### src/rtl/pc_fetch_seq_pkg.sv
// Shared fetch-path definitions: datapath width, reset vector, PC step and
// the fetch sequencer state encoding. Also used by the PC register and decode.
package pc_fetch_seq_pkg;

    localparam int                WIDTH    = 16;
    localparam logic [WIDTH-1:0]  RESET_PC = 16'h0000;
    localparam logic [WIDTH-1:0]  PC_INC   = 16'h0001;

    typedef enum logic [1:0] {
        IDLE   = 2'd0,
        FETCH  = 2'd1,
        FULL   = 2'd2,
        SQUASH = 2'd3
    } fetch_state_e;

endpackage

### src/rtl/pc_next_mux.sv
// Priority select of the next PC: redirect target, sequential step, or hold.
// The step wraps naturally at the datapath width.
module pc_next_mux
    import pc_fetch_seq_pkg::*;
(
    input  logic             redirect_i,
    input  logic             inc_i,
    input  logic [WIDTH-1:0] pc_i,
    input  logic [WIDTH-1:0] redirect_pc_i,
    output logic [WIDTH-1:0] pc_next_o
);

    always_comb begin
        pc_next_o = pc_i;
        if (redirect_i)
            pc_next_o = redirect_pc_i;
        else if (inc_i)
            pc_next_o = pc_i + PC_INC;
    end

endmodule

### src/rtl/pc_fetch_seq.sv
// Fetch sequencer: drives instruction-memory reads at the current PC, buffers
// one returned instruction for decode and decides hold/advance/redirect of PC.
module pc_fetch_seq
    import pc_fetch_seq_pkg::*;
(
    input  logic             clk,
    input  logic             PC_rst_n,
    input  logic [WIDTH-1:0] PC,
    output logic [WIDTH-1:0] PC_next,
    output logic             imem_req,
    output logic [WIDTH-1:0] imem_addr,
    input  logic             imem_ack,
    input  logic [WIDTH-1:0] imem_rdata,
    output logic             instr_valid,
    output logic [WIDTH-1:0] instr_data,
    output logic [WIDTH-1:0] instr_pc,
    input  logic             instr_ready,
    input  logic             redirect,
    input  logic [WIDTH-1:0] redirect_pc
);

    fetch_state_e     state_q, state_d;
    logic [WIDTH-1:0] imem_addr_q, imem_addr_d;
    logic [WIDTH-1:0] instr_data_q, instr_data_d;
    logic [WIDTH-1:0] instr_pc_q, instr_pc_d;
    logic [WIDTH-1:0] mux_pc_next;

    pc_next_mux u_pc_next_mux (
        .redirect_i    (redirect),
        .inc_i         ((state_q == FETCH) && imem_ack),
        .pc_i          (PC),
        .redirect_pc_i (redirect_pc),
        .pc_next_o     (mux_pc_next)
    );

    // Reset forces the reset vector without waiting for an edge, so the PC
    // register sees RESET_PC on every edge while reset is held.
    assign PC_next = PC_rst_n ? mux_pc_next : RESET_PC;

    always_comb begin
        state_d      = state_q;
        imem_addr_d  = imem_addr_q;
        instr_data_d = instr_data_q;
        instr_pc_d   = instr_pc_q;
        imem_req     = 1'b0;
        case (state_q)
            IDLE: begin
                state_d     = FETCH;
                imem_addr_d = PC_next;
            end
            FETCH: begin
                imem_req = 1'b1;
                if (imem_ack && !redirect) begin
                    state_d      = FULL;
                    instr_data_d = imem_rdata;
                    instr_pc_d   = imem_addr_q;
                end else if (imem_ack) begin
                    state_d     = FETCH;
                    imem_addr_d = PC_next;
                end else if (redirect) begin
                    // Address is held so the outstanding read finishes untouched.
                    state_d = SQUASH;
                end
            end
            FULL: begin
                if (instr_ready || redirect) begin
                    state_d     = FETCH;
                    imem_addr_d = PC_next;
                end
            end
            SQUASH: begin
                imem_req = 1'b1;
                if (imem_ack) begin
                    state_d     = FETCH;
                    imem_addr_d = PC_next;
                end
            end
            default: state_d = IDLE;
        endcase
    end

    always_ff @(posedge clk or negedge PC_rst_n) begin
        if (!PC_rst_n) begin
            state_q      <= IDLE;
            imem_addr_q  <= '0;
            instr_data_q <= '0;
            instr_pc_q   <= '0;
        end else begin
            state_q      <= state_d;
            imem_addr_q  <= imem_addr_d;
            instr_data_q <= instr_data_d;
            instr_pc_q   <= instr_pc_d;
        end
    end

    assign imem_addr   = imem_addr_q;
    assign instr_valid = (state_q == FULL);
    assign instr_data  = instr_data_q;
    assign instr_pc    = instr_pc_q;

endmodule

### config.mk
export PLATFORM = sky130hd
export DESIGN_NAME = pc_fetch_seq
export DESIGN_NICKNAME = d
export VERILOG_FILES = /design/src/rtl/pc_fetch_seq_pkg.sv /design/src/rtl/pc_next_mux.sv /design/src/rtl/pc_fetch_seq.sv
export SDC_FILE = /design/constraint.sdc
export NUM_CORES = 1
export LEC_CHECK = 0
export ABC_AREA = 1
export ABC_CLOCK_PERIOD_IN_PS = 2250
export BUFFER_PORTS_ARGS = -buffer_cell sky130_fd_sc_hd__buf_2
export CORE_MARGIN = 5
export CORE_UTILIZATION = 47
export DETAILED_ROUTE_END_ITERATION = 7
export PLACE_DENSITY = 0.84
export SLEW_MARGIN = 5
export SYNTH_ARGS = -nofsm -noshare
export SYNTH_HDL_FRONTEND = slang
export SYNTH_SLANG_ARGS = --single-unit
### constraint.sdc
create_clock -name clk -period 2.25 [get_ports clk]
set_clock_uncertainty 0.2 [all_clocks]
set_input_delay 0.5625 -clock clk [delete_from_list [all_inputs] [get_ports clk]]
set_output_delay 0.5625 -clock clk [all_outputs]
set_load 0.1 [all_outputs]
* Word-level counts from Yosys, hierarchy flattened
Index checks and enable logic that the tools add are counted.
Word-level totals: word-level logic and storage cells 35, output and inout bits 66, input port bits 53, register bits after elaboration 50
Operators by class: muxes and demuxes 14, eq/ne operators 7, reduce and logical (&&, ||, !) cells 9, add/subtract/negate cells 1
Operator list (number):
- two-way mux 16 bit | 6
- case mux 16 bit (4 select lines) | 1
- adder 16 x 1 -> 16 bit, second input constant | 1
- two-way mux 2 bit | 5
- case mux 2 bit (4 select lines) | 1
- equality test 2 bit, second input constant | 2
- != test 2 bit, second input constant | 2
- != test 4 x 3 -> 1 bit, second input constant | 1
- AND reduction 2 bit | 2
- AND reduction 3 bit | 1
- equality test 2 x 1 -> 1 bit, second input constant | 1
- logical AND 1 bit | 2
- logical NOT 2 bit | 1
- != test 2 x 1 -> 1 bit, second input constant | 1
- OR reduction 2 bit | 1
- logical NOT 1 bit | 1
- logical OR 1 bit | 1
- two-way mux 1 bit | 1

* Longest topological paths before layout
depth in word-level cells 8, gate-level depth with buffers 9, depth with buffers taken out 9

* Modules after synthesis
From an unflattened synthesis, not the netlist that was laid out.
Unflattened totals: cell total of the unflattened synthesis 377, area, all modules 2771.4 µm²
By module, submodules not included:
- pc_fetch_seq | instances 1, area each 2177.1 µm², seq. area each 1251.2 µm², cells each 258
- pc_next_mux | instances 1, area each 594.3 µm², seq. area each 0.0 µm², cells each 119

* Least setup slack after synthesis
OpenSTA, ideal clock, no wires.
path type input -> output, start point input PC_rst_n, end point output PC_next[6], buffers on the path 1, setup slack -1.896 ns, required time 1.487 ns, cell stages on the path 4, arrival time 3.384 ns, cell sequence clkbuf_1 clkinv_1 nor2_1 a21boi_0
Between the ends: cells in the longest elaborated chain, start to end 1
Ends and longest elaborated chain:
- start, declared | RTL line pc_fetch_seq.sv:7 | input logic PC_rst_n,
- two-way mux 16 bit | RTL line pc_fetch_seq.sv:38 | assign PC_next = PC_rst_n ? mux_pc_next : RESET_PC;
- end, declared | RTL line pc_fetch_seq.sv:9 | output logic [WIDTH-1:0] PC_next,
Every way passes these cells.

* Worst setup path in the final report
start point register state_q[1], end point output PC_next[15]
Between the ends: cells in the longest elaborated chain, start to end 5
Ends and longest elaborated chain:
- start, declared | RTL line pc_fetch_seq.sv:22 | fetch_state_e state_q, state_d;
- start signal, assigned | RTL line pc_fetch_seq.sv:89 | state_q <= state_d;
- equality test 2 x 1 -> 1 bit | RTL line pc_fetch_seq.sv:30 | .inc_i ((state_q == FETCH) && imem_ack),
- logical AND 1 bit | RTL line pc_fetch_seq.sv:30
- two-way mux 16 bit | RTL line pc_next_mux.sv:17 | else if (inc_i)
- two-way mux 16 bit | RTL line pc_next_mux.sv:15 | if (redirect_i)
- two-way mux 16 bit | RTL line pc_fetch_seq.sv:38
Every way passes these cells.

==> results.toml <==
[run_status]
status = "finished with violations"
violations = "setup timing"

[yosys]
ys_seq_elements = 50
synth.cell_area_um2 = 2650
ys_warn_count = 0
syn_avg_cell_area_um2 = 7.19
async_flop_share_pct = 100
synth_fp_nets = 422
synth.area.top_cells = "dfrtp_1 47%, nand2_1 21%, nand3_1 5.7%"
synth_seq_area_share_pct = 47.3
synth_top_area_cell = "dfrtp_1"
synth_edf_count = 0
yosys-top-cells-count = "150 x nand2_1, 50 x dfrtp_1, 36 x nor2_1, 31 x inv_1, 30 x nand3_1"
synth.most_common_cell = "nand2_1"
yosysUniqueCellTypes = 32
synth_top_area_share_pct = 47.3
yosys_most_used_dff = "dfrtp_1"
synth_cells = 368

[floorplanning]
num_io_pins = 119
core_um2 = 5510
fp.dieH_um = 85.1
die_w_um = 85.1
dieArea_um2 = 7230
initial_core_util_pct = 48.1
rows = 27

[clocking]
cts-root-buf = "clkbuf_8"
path_clk_slew_ns = 0.09
clk_latency_ns = 0.30
clockBufferDepth = 2
cts_buffers = 5
cts_tree = "yes"
h-tree-depth = 2
clock-sinks = 50

[layout]
drive_above_1_share_pct = 47.3
synthToLayoutAreaGrowth_pct = 67.8
n_antenna_cell = 0
layout.nets = 601
final_core_util_pct = 80.7
multi_input_area_um2 = 1460
num-fill-cells = 345
regArea_um2 = 1250

[worst_setup_path]
crit_path_frequent_cell = "buf_4"
cp_slowest_stage_delay_ns = 0.41
critPathTopFamily = "simple AND/OR/NAND/NOR gates"
end_kind = "output port"
cp_slowest_cell = "dfrtp_1"
crit_chain = "inv_2, nand3_4, nor2_8, buf_4, buf_4, nand4_1, nand2_2, a31oi_4, buf_12"
path_buf_inv = 4
critical_path.startpoint_type = "flop"
cp_max_fo = 7
crit_required_ns = 1.49
crit_type = "reg2out"
arrival_ns = 1.91

[routing]
routedLengthMet1_um = 3510
dr_wl_met2_um = 4790
wl_um = 9350
drcViolationCount = 0
via_per_inst = 5.19
routed.top_layer = "met4"
wire_per_inst_um = 15.1
wl_met3_um = 702
ant_nets = 0
firstDrtPassIters = 4
drtIter0Drc = 198
via_count = 3219

[timing]
slew_headroom_pct = 66.4
fin_crit_ns = 2.67
setup_viol = 16
final.period_utilization_pct = 119
fmax_mhz = 374
rsz0062_at_grt = "yes"
finalHoldViolations = 0
worst_pin_slew_ns = 0.508
drv_slew = 0
hold_slack_ns = 0.0815
timing.final.ws_setup_ns = -0.421

[power_and_ir_drop]
power.total_mw = 5.97
ir_drop_mv = 1.05
p_leak_nw = 2.38
power_density_nw_per_um2 = 1340

[run]
drv_cap = 0

[min_path]
hp-class = "in2async"

[global_routing]
gr-total-overflow = 0
grt_pass1_vias = 3205
grtUsageTotal_pct = 25.0
grt_max_degree = 35
grt_pass1_wl_um = 14700
antenna_found_initial = 0

[place]
place.detailed.hpwl_um = 6980
io_buffers = 118
gp_congestion = 0.911
## worst paths after layout
kind | cells after the start | end | slack, ns | from
max in group asynchronous | 3 | imem_addr[5] | 1.25 | PC_rst_n
min | 2 | state_q[0] | 0.08 | PC_rst_n
min in group clk | 3 | instr_data[0] | 0.25 | imem_rdata[0]
min reg2reg | 2 | instr_data[0] | 0.27 | instr_data[0]
max | 9 | PC_next[15] | -0.42 | state_q[1]
max reg2reg | 8 | imem_addr[5] | 0.14 | state_q[0]
## cells in the final DEF, fill, tap and decap left out, drive strengths merged, types with 3 or more instances in the layout
cell and n:
or2 4, inv 24, clkinv 3, dfrtp 50, buf 186, clkinvlp 11, nand2 151, o21ai 22
nor2 39, nand3 31, clkbuf 5, nand4 8
## metrics by stage
| step | area, um^2 | std cells | TNS [ns] | setup WS, ns |
|---|---|---|---|---|
| after floorplan | 2850 | 368 | -2.37 | -0.302 |
| after global routing | 4440 | 620 | -6.97 | -0.510 |
| after global placement | 4120 | 599 | -8.52 | -0.312 |
| after detailed placement | 4120 | 599 | -11.04 | -0.333 |
| final | 4440 | 620 | -5.44 | -0.421 |
| after CTS | 4320 | 612 | -4.59 | -0.335 |
## report_power, final
part           internal (mW)  switching, mW  total [mW]  leakage [nW]
logic                  0.691           3.33        4.02          1.70
registers               1.23          0.199        1.43         0.637
clock network          0.219          0.296       0.515        0.0441
## routing by layer
layer	global-route usage, %	vias to the layer above
met3	4.08	32
met5	0	-
li1	-	1512
met4	10.5	0
met2	43.9	149
met1	30.3	1526
## logic make-up after synthesis
kind of cell,after synthesis,synth area share (%)
DFF,50,47.3
and+or+nand+nor,235,37.6
adders and majority gates,1,0.473
AOI/OAI and AO/OA,31,6.62
buffers and inverters,49,7.42
xor gates and xnor gates,2,0.662
## sequential cells by signal, summed over array words and instances (netlist names)
| register | count |
|---|---|
| state_q | 2 |
| imem_addr | 16 |
| instr_pc | 16 |
| instr_data | 16 |
## what timing repair did
| item | in CTS | in global routing |
|---|---|---|
| gates resized for setup | 20 | 15 |
| endpoints found under the setup margin | 63 | 48 |
| buffers inserted | 6 | 8 |
| pin swaps | 13 | 12 |
| hold buffers | 0 | 0 |
## area by class of cell
cell class | count | share of cell area (%)
sequential | 50 | 28.2
tap | 72 | 2.03
clock inverter | 3 | 0.479
clock buffer | 5 | 1.55
multi-input combinational | 269 | 33.0
inverter | 35 | 3.89
timing repair buffer | 186 | 30.9
Note: power is estimated with default switching activity, not from simulation.
